<file path="src/rtl/ring_johnson_counter_param_if.sv">
// Control and status bundle for the ring/Johnson shift counter.
// The master drives the controls and load data; the slave drives the counter state and flags.
interface ring_johnson_counter_param_if #(
  parameter int unsigned WIDTH = 4
);
  logic             En;
  logic             Mode;
  logic             Dir;
  logic             Preset;
  logic             Load;
  logic [WIDTH-1:0] D;
  logic [WIDTH-1:0] Q;
  logic             Wrap;
  logic             Illegal;

  modport master (
    output En, Mode, Dir, Preset, Load, D,
    input  Q, Wrap, Illegal
  );

  modport slave (
    input  En, Mode, Dir, Preset, Load, D,
    output Q, Wrap, Illegal
  );
endinterface

</file>
<file path="src/rtl/ring_johnson_counter_param.sv">
// Parametrised ring (one-hot) / Johnson counter with load, preset, illegal-state detection,
// optional self-correction, and a one-cycle Wrap pulse on each completed period.
module ring_johnson_counter_param #(
  parameter int unsigned WIDTH        = 4,
  parameter bit          AUTO_CORRECT = 1'b1
) (
  input logic                          Clock,
  input logic                          Resetn,
  ring_johnson_counter_param_if.slave  bus
);

  localparam logic [WIDTH-1:0] S0  = {1'b1, {(WIDTH-1){1'b0}}};
  localparam logic [WIDTH-1:0] ONE = {{(WIDTH-1){1'b0}}, 1'b1};

  logic [WIDTH-1:0] q_q, q_d;
  logic             wrap_q, wrap_d;
  logic [WIDTH-1:0] shift_val;
  logic             ring_legal;
  logic             msb_run;
  logic             lsb_run;
  logic             illegal;

  // Power-of-two test: nonzero and clearing the lowest set bit leaves nothing.
  always_comb begin
    ring_legal = (q_q != '0) && ((q_q & (q_q - ONE)) == '0);
  end

  // A set bit must have a set neighbour on the anchor side for the run to be contiguous.
  always_comb begin
    msb_run = &(~q_q[WIDTH-2:0] | q_q[WIDTH-1:1]);
    lsb_run = &(~q_q[WIDTH-1:1] | q_q[WIDTH-2:0]);
  end

  always_comb begin
    if (bus.Mode) illegal = !(msb_run || lsb_run);
    else          illegal = !ring_legal;
  end

  always_comb begin
    shift_val = q_q;
    case ({bus.Mode, bus.Dir})
      2'b00:   shift_val = {q_q[0], q_q[WIDTH-1:1]};
      2'b01:   shift_val = {q_q[WIDTH-2:0], q_q[WIDTH-1]};
      2'b10:   shift_val = {~q_q[0], q_q[WIDTH-1:1]};
      default: shift_val = {q_q[WIDTH-2:0], ~q_q[WIDTH-1]};
    endcase
  end

  always_comb begin
    q_d    = q_q;
    wrap_d = 1'b0;
    if (bus.Load) begin
      q_d = bus.D;
    end else if (bus.Preset) begin
      q_d = S0;
    end else if (bus.En) begin
      if (illegal && AUTO_CORRECT) begin
        q_d = S0;
      end else begin
        q_d    = shift_val;
        // Only a legal walk back to S0 counts as a completed period.
        wrap_d = (shift_val == S0) && !illegal;
      end
    end
  end

  always_ff @(posedge Clock or posedge Resetn) begin
    if (Resetn) begin
      q_q    <= S0;
      wrap_q <= 1'b0;
    end else begin
      q_q    <= q_d;
      wrap_q <= wrap_d;
    end
  end

  assign bus.Q       = q_q;
  assign bus.Wrap    = wrap_q;
  assign bus.Illegal = illegal;

endmodule

</file>
<file path="src/flat_wrapper.sv">
// flat-port wrapper written by rule: the top's interface ports become plain ports
module ring_johnson_counter_param_flat 
#(
  parameter int unsigned WIDTH        = 4,
  parameter bit          AUTO_CORRECT = 1'b1
)
  (Clock, Resetn, bus_En, bus_Mode, bus_Dir, bus_Preset, bus_Load, bus_D, bus_Q, bus_Wrap, bus_Illegal);
  ring_johnson_counter_param_if #(.WIDTH(WIDTH)) bus_i ();
  input logic Clock;
  input logic Resetn;
  input wire logic [$bits(bus_i.En)-1:0] bus_En;
  input wire logic [$bits(bus_i.Mode)-1:0] bus_Mode;
  input wire logic [$bits(bus_i.Dir)-1:0] bus_Dir;
  input wire logic [$bits(bus_i.Preset)-1:0] bus_Preset;
  input wire logic [$bits(bus_i.Load)-1:0] bus_Load;
  input wire logic [$bits(bus_i.D)-1:0] bus_D;
  output wire logic [$bits(bus_i.Q)-1:0] bus_Q;
  output wire logic [$bits(bus_i.Wrap)-1:0] bus_Wrap;
  output wire logic [$bits(bus_i.Illegal)-1:0] bus_Illegal;
  assign bus_i.En = bus_En;
  assign bus_i.Mode = bus_Mode;
  assign bus_i.Dir = bus_Dir;
  assign bus_i.Preset = bus_Preset;
  assign bus_i.Load = bus_Load;
  assign bus_i.D = bus_D;
  assign bus_Q = bus_i.Q;
  assign bus_Wrap = bus_i.Wrap;
  assign bus_Illegal = bus_i.Illegal;
  ring_johnson_counter_param #(.WIDTH(WIDTH), .AUTO_CORRECT(AUTO_CORRECT)) u_core (.Clock(Clock), .Resetn(Resetn), .bus(bus_i));
endmodule
</file>
<file path="config.mk">
export PLATFORM = sky130hd
export DESIGN_NAME = ring_johnson_counter_param_flat
export DESIGN_NICKNAME = d
export VERILOG_FILES = /design/src/rtl/ring_johnson_counter_param_if.sv /design/src/rtl/ring_johnson_counter_param.sv /design/src/flat_wrapper.sv
export SDC_FILE = /design/constraint.sdc
export NUM_CORES = 1
export LEC_CHECK = 0
export ABC_CLOCK_PERIOD_IN_PS = 1700
export CORE_UTILIZATION = 35
export CTS_BUF_LIST = sky130_fd_sc_hd__clkbuf_4 sky130_fd_sc_hd__clkbuf_8
export CTS_CLUSTER_SIZE = 14
export DETAILED_ROUTE_END_ITERATION = 10
export DONT_BUFFER_PORTS = 1
export PLACE_DENSITY = 0.53
export RECOVER_POWER = 25
export SLEW_MARGIN = 15
export SYNTH_ARGS = -nofsm -noshare
export SYNTH_HDL_FRONTEND = slang
export SYNTH_SLANG_ARGS = --single-unit
export TNS_END_PERCENT = 100
</file>
<file path="constraint.sdc">
create_clock -name Clock -period 1.7 [get_ports Clock]
set_input_delay 0.17 -clock Clock [delete_from_list [all_inputs] [get_ports Clock]]
set_output_delay 0.17 -clock Clock [all_outputs]
set_load 0.03 [all_outputs]
</file>
==> impl_metrics.env, run 1 <==
export IMPL_powerDensity_mw_per_mm2=697
export IMPL_synth_edf_count=0
export IMPL_cts_sinks=5
export IMPL_cp_cell_sequence="buf_4 > nand2b_1 > a311o_1 > nand2b_1 > buf_6"
export IMPL_drc_errors=0
export IMPL_slew_headroom_pct=77.5
export IMPL_avgSynthCellArea_um2=7.69
export IMPL_core_area_mm2=0.00154
export IMPL_final_nets=98
export IMPL_cp_required_ps=1530
export IMPL_worstMarginPinSlew_ps=334
export IMPL_cp_arrival_ps=1480
export IMPL_status="finished clean"
export IMPL_grt_pass1_wl_um=2320
export IMPL_antenna_found_initial=0
export IMPL_clockBufferDepth=2
export IMPL_cts_tree="yes"
export IMPL_reg2reg_to="u_core.bus.Q[3]$_DFFE_PP1P_"
export IMPL_maxSlewViolCount=0
export IMPL_dieArea_mm2=0.00184
export IMPL_cts_root_buf="clkbuf_4"
export IMPL_wire_per_inst_um=14.3
export IMPL_yosysUniqueCellTypes=39
export IMPL_ioPinCount=17
export IMPL_r2r_start="u_core.bus.Q[0]$_DFFE_PP0P_"
export IMPL_cp_end_kind="output port"
export IMPL_synth_area_leaders="dfrtp_1, buf_6, dfstp_2"
export IMPL_gp_congestion=0.892
export IMPL_finalPower_mw=0.493
export IMPL_setup_worst_path_start_class="flop"
export IMPL_synthesis_nets=87
export IMPL_holdPathStages=2
export IMPL_critPathKind="reg2out"
export IMPL_worstHoldPathType="in2reg"
export IMPL_first_pass_iters=4
export IMPL_synth_common_cells="inv_1, nand2_1, nor2_1"
export IMPL_first_iter_violations=17
export IMPL_synth_main_ff_cell="dfrtp_1"
export IMPL_rows=14
export IMPL_n_antenna_cell=0
export IMPL_p_leak_nw=0.292
export IMPL_start_util_pct=37.9
export IMPL_fillers=165
export IMPL_worstSkewPairLatency_ps=240
export IMPL_worstHoldEndpoint="u_core.bus.Q[3]$_DFFE_PP1P_"
export IMPL_max_freq_ghz=0.607
export IMPL_drive_gt1_share_pct=31.4
export IMPL_overflow=0
export IMPL_peakVddDrop_uv=713
export IMPL_area_growth_pct=21.2
export IMPL_die_h_um=42.9
export IMPL_crit_fanout=6
export IMPL_htreeDepth=1
export IMPL_num_vias=618
export IMPL_final_seq_area_um2=130
export IMPL_critical_path_max_stage_delay_ps=430
export IMPL_rr_worst_depth=6
export IMPL_cp_num_buf_inv=2
export IMPL_finalCritPeriodShare_pct=96.9
export IMPL_clock_skew_ps=1.05
export IMPL_ys_async_sr_fraction_pct=100
export IMPL_synthCells=76
export IMPL_finalHoldViolCount=0
export IMPL_synth_top_area_share_pct=17.1
export IMPL_yosys_warnings=0
export IMPL_r2r_setup_slack_ps=130
export IMPL_yosysTopAreaCell="dfrtp_1"
export IMPL_fin_util_pct=45.9
export IMPL_first_global_vias=530
export IMPL_grt_max_degree=14
export IMPL_critical_path_top_delay_family="flip-flops"
export IMPL_hp_start="bus_D[3]"
export IMPL_die_x_um=42.9
export IMPL_track_usage_pct=16.4
export IMPL_cap_violations=0
export IMPL_dpl_hpwl_um=1070
export IMPL_netlist_area_um2=584
export IMPL_multi_input_area_um2=392
export IMPL_ys_ff_latch=5
export IMPL_ys_seq_area_share_pct=21.6
export IMPL_path_clk_slew_ps=40
export IMPL_via_per_inst=6.06
export IMPL_cts_made_buffers=3
export IMPL_whs_ps=27.1
export IMPL_cpMaxStageDelayCell="dfrtp_2"
export IMPL_port_buffers=0
export IMPL_setup_violations=0
export IMPL_wl_um=1460
export IMPL_min_period_ps=1650
export IMPL_final_antenna_net_count=0
export IMPL_crit_top_cell="nand2b_1"
-- cell families (layout without fill, tap and decap cells) --
kind of cell    after synthesis  in the layout  synth area share [%]
xor+xnor                      1              1                  1.50
buf+inv                      14             24                  14.6
compound gates               23             23                  30.2
flops                         5              5                  21.6
simple gates                 32             32                  30.4
mux                           1              1                  1.71
-- metrics by stage --
step,area (µm²),std cells,TNS [ps],worst slack (ps)
global placement,602,92,0,206
detailed placement,602,92,0,140
finish,708,102,0,51.9
CTS,681,100,0,26.8
floorplan,584,76,0,135
global route,708,102,-4.36,-4.36
-- cell usage in the layout (no fill, tap or decap), types with 2 or more instances in the layout --
| cell | count |
|---|---|
| nand3_1 | 4 |
| dlygate4sd3_1 | 2 |
| nor2_1 | 4 |
| nor2b_1 | 2 |
| nand2_1 | 5 |
| dfrtp_2 | 3 |
| nor3_1 | 2 |
| inv_1 | 5 |
| a211o_1 | 2 |
| buf_4 | 11 |
| nand2b_1 | 4 |
| nor4_1 | 2 |
| o22ai_1 | 2 |
| clkbuf_4 | 4 |
| o2111a_1 | 2 |
| o21ai_0 | 4 |
-- power breakdown --
part	internal, mW	switching, mW	total, mW
clock network	0.104	0.0457	0.150
logic	0.0928	0.102	0.195
registers	0.131	0.0171	0.148
-- flip-flops by register name (all words and copies together), names as in the netlist --
register and flops:
u_core.bus.Q 4, u_core.bus.Wrap 1
-- final cells by class --
cell class / count / share of cell area (%)
multi-input cells: 57 / 55.3
clock buffers: 4 / 4.24
well taps: 16 / 2.83
flip-flops and latches: 5 / 18.4
repair buffers: 14 / 16.1
inverters: 6 / 3.18
-- how the worst max path moves through the flow --
stage               cells after the start                           to                         from
detailed placement                      5                  bus_Illegal  u_core.bus.Q[0]$_DFFE_PP0P_
global placement                        4  u_core.bus.Q[3]$_DFFE_PP1P_  u_core.bus.Q[0]$_DFFE_PP0P_
floorplan                               5                  bus_Illegal  u_core.bus.Q[0]$_DFFE_PP0P_
global route                            5                  bus_Illegal  u_core.bus.Q[0]$_DFFE_PP0P_
finish                                  5                  bus_Illegal  u_core.bus.Q[0]$_DFFE_PP0P_
CTS                                     5                  bus_Illegal  u_core.bus.Q[0]$_DFFE_PP0P_
-- layer usage --
layer / vias to the layer above / global-route usage [%] / wire [µm]
li1: 300 / - / -
met5: - / 0 / 0
met1: 284 / 24.0 / 672
met4: 0 / 3.75 / 0
met3: 0 / 4.68 / 129
met2: 34 / 23.6 / 660
-- repair_timing --
action | CTS | global route
endpoints found under the setup margin | 1 | 1
hold endpoints to repair | 6 | 0
pin swaps | 0 | 1
buffers inserted | 2 | 2
resized for setup | 5 | 5
hold buffers | 2 | 0
(Power assumes the default switching activity.)
==> inputs of run 2 (changes only) <==
Settings changed: CORE_UTILIZATION 35 to 38, PLACE_DENSITY 0.53 to 0.56.
==> run 2 against run 1 <==
Sequential cell count did not move. Final cell count fell by 2.9%. Non-clock buffer count fell by 2. Final area fell by 3.2%. Via count fell by 4.9%. Clock-buffer cell count did not move. Sequential power barely moved. Hold slack improved by 11 ps.
==> impl_metrics.env, run 2 (synthesized netlist as in run 1, its figures left out) <==
export IMPL_ioPinCount=17
export IMPL_die_x_um=41.2
export IMPL_path_clk_slew_ps=40
export IMPL_p_leak_nw=0.283
export IMPL_whs_ps=37.8
export IMPL_slew_headroom_pct=77.0
export IMPL_status="finished clean"
export IMPL_clock_skew_ps=1.76
export IMPL_final_cell_mix="buf_4, inv_1, nand2_1"
export IMPL_cpMaxStageDelayCell="dfrtp_2"
export IMPL_n_antenna_cell=0
export IMPL_cts_tree="yes"
export IMPL_critPathKind="reg2out"
export IMPL_htreeDepth=1
export IMPL_rows=13
export IMPL_finalSetupTns_ps=0
export IMPL_cts_made_buffers=3
export IMPL_rr_worst_depth=5
export IMPL_finalCritPeriodShare_pct=96.8
export IMPL_critical_path_top_delay_family="flip-flops"
export IMPL_cap_violations=0
export IMPL_crit_fanout=6
export IMPL_area_growth_pct=17.3
export IMPL_fillers=155
export IMPL_clockBufferDepth=2
export IMPL_drive_gt1_share_pct=26.2
export IMPL_start_util_pct=42.8
export IMPL_maxSlewViolCount=0
export IMPL_setup_worst_path_start_class="flop"
export IMPL_peakVddDrop_uv=458
export IMPL_track_usage_pct=19.2
export IMPL_critical_path_max_stage_delay_ps=450
export IMPL_max_freq_ghz=0.608
export IMPL_grt_max_degree=14
export IMPL_wire_per_inst_um=15.1
export IMPL_min_period_ps=1650
export IMPL_first_global_vias=513
export IMPL_setup_violations=0
export IMPL_rsz0062_at_grt="false"
export IMPL_powerDensity_mw_per_mm2=708
export IMPL_gp_congestion=0.791
export IMPL_holdPathStages=2
export IMPL_cp_num_buf_inv=2
export IMPL_port_buffers=0
export IMPL_die_h_um=41.2
export IMPL_grt_pass1_wl_um=2180
export IMPL_num_vias=588
export IMPL_cp_required_ps=1530
export IMPL_cp_end_kind="output port"
export IMPL_final_nets=96
export IMPL_cp_arrival_ps=1480
export IMPL_wl_um=1500
export IMPL_final_antenna_net_count=0
export IMPL_dpl_hpwl_um=1040
export IMPL_worstSkewPairLatency_ps=230
export IMPL_path_depth=5
export IMPL_finalHoldViolCount=0
export IMPL_antenna_found_initial=0
export IMPL_core_area_mm2=0.00137
export IMPL_largest_reg_flops=4
export IMPL_via_per_inst=5.94
export IMPL_cts_sinks=5
export IMPL_worstHoldPathType="in2reg"
export IMPL_first_iter_violations=11
export IMPL_layout_commonest_cell="buf_4"
export IMPL_worstMarginPinSlew_ps=342
export IMPL_dieArea_mm2=0.00170
export IMPL_overflow=0
export IMPL_cp_cell_sequence="buf_4 > nor3_1 > a311o_1 > nand2b_4 > buf_6"
export IMPL_drc_errors=0
export IMPL_cts_root_buf="clkbuf_4"
export IMPL_first_pass_iters=4
[run 2: cell count changes in the layout (fill, tap and decap cells not counted)]
| cell | delta |
|---|---|
| inv_1 | +1 |
| nor3_2 | -1 |
| nand2_1 | +1 |
| nand2_2 | -1 |
| nand2b_1 | -1 |
| inv_2 | -1 |
| clkbuf_2 | +1 |
| buf_4 | -3 |
| a21boi_1 | +1 |
| nand2b_4 | +1 |
| a21boi_2 | -1 |
| nor3_1 | +1 |
[run 2: final cells by class]
type                            instances  area [µm²]  area share [%]
Sequential cell                         5         130            19.0
Clock buffer                            4        30.0            4.38
Timing Repair Buffer                   12        96.3            14.1
Inverter                                6        22.5            3.28
Tap cell                               15        18.8            2.74
Multi-Input combinational cell         57         388            56.6
[run 2: per-stage QoR]
| stage | instance area [µm²] | utilization (%) | cells | setup WS (ps) | power, mW |
|---|---|---|---|---|---|
| 6_report | 686 | 50.2 | 99 | 54.0 | 0.486 |
| 5_1_grt | 686 | 50.2 | 99 | 10.4 | 0.514 |
| 4_1_cts | 664 | 48.6 | 98 | 2.41 | 0.471 |
| 3_5_place_dp | 586 | 42.9 | 89 | 110 | 0.306 |
| 3_3_place_gp | 586 | 42.9 | 89 | 120 | 0.308 |
| 2_1_floorplan | 584 | - | 76 | 135 | 0.288 |
[run 2: per-layer routing]
metal | part of all wire [%] | track usage (%) | vias to the layer above
met4 | 1.5 | 4.84 | 0
met3 | 4.3 | 2.72 | 2
met2 | 50 | 32.8 | 17
li1 | - | - | 297
met1 | 44 | 25.1 | 272
met5 | 0 | 0 | -
[run 2: final timing paths]
path                                        startpoint                     endpoint  slack [ps]
setup / recovery           u_core.bus.Q[0]$_DFFE_PP0P_                  bus_Illegal          50
hold / removal                                bus_D[3]  u_core.bus.Q[3]$_DFFE_PP1P_          40
setup reg to reg           u_core.bus.Q[1]$_DFFE_PP0P_  u_core.bus.Q[0]$_DFFE_PP0P_         180
hold reg to reg            u_core.bus.Q[1]$_DFFE_PP0P_    u_core.bus.Wrap$_DFF_PP0_         720
max in group asynchronous                       Resetn  u_core.bus.Q[3]$_DFFE_PP1P_        1200
min in group asynchronous                       Resetn  u_core.bus.Q[2]$_DFFE_PP0P_         270
[run 2: worst reg2reg max path: cells and delay by family, from the launching register on]
family                 cells  cell delay, ps
buffers and inverters      1             150
and+or+nand+nor            1             170
AOI/OAI and AO/OA          3             670
DFF                        1             400
[run 2: where the power goes]
part           switching (mW)  leakage [nW]  internal (mW)
combinational           0.102         0.206         0.0883
sequential             0.0164        0.0584          0.131
clock                  0.0433        0.0184          0.104
total                   0.162         0.283          0.324
[run 2: timing repair]
item,4_1_cts,5_1_grt
hold buffers,2,0
buffers inserted,3,1
setup endpoints to repair,1,1
gates resized for setup,4,3
endpoints found under the hold margin,6,0
gates cloned,0,0
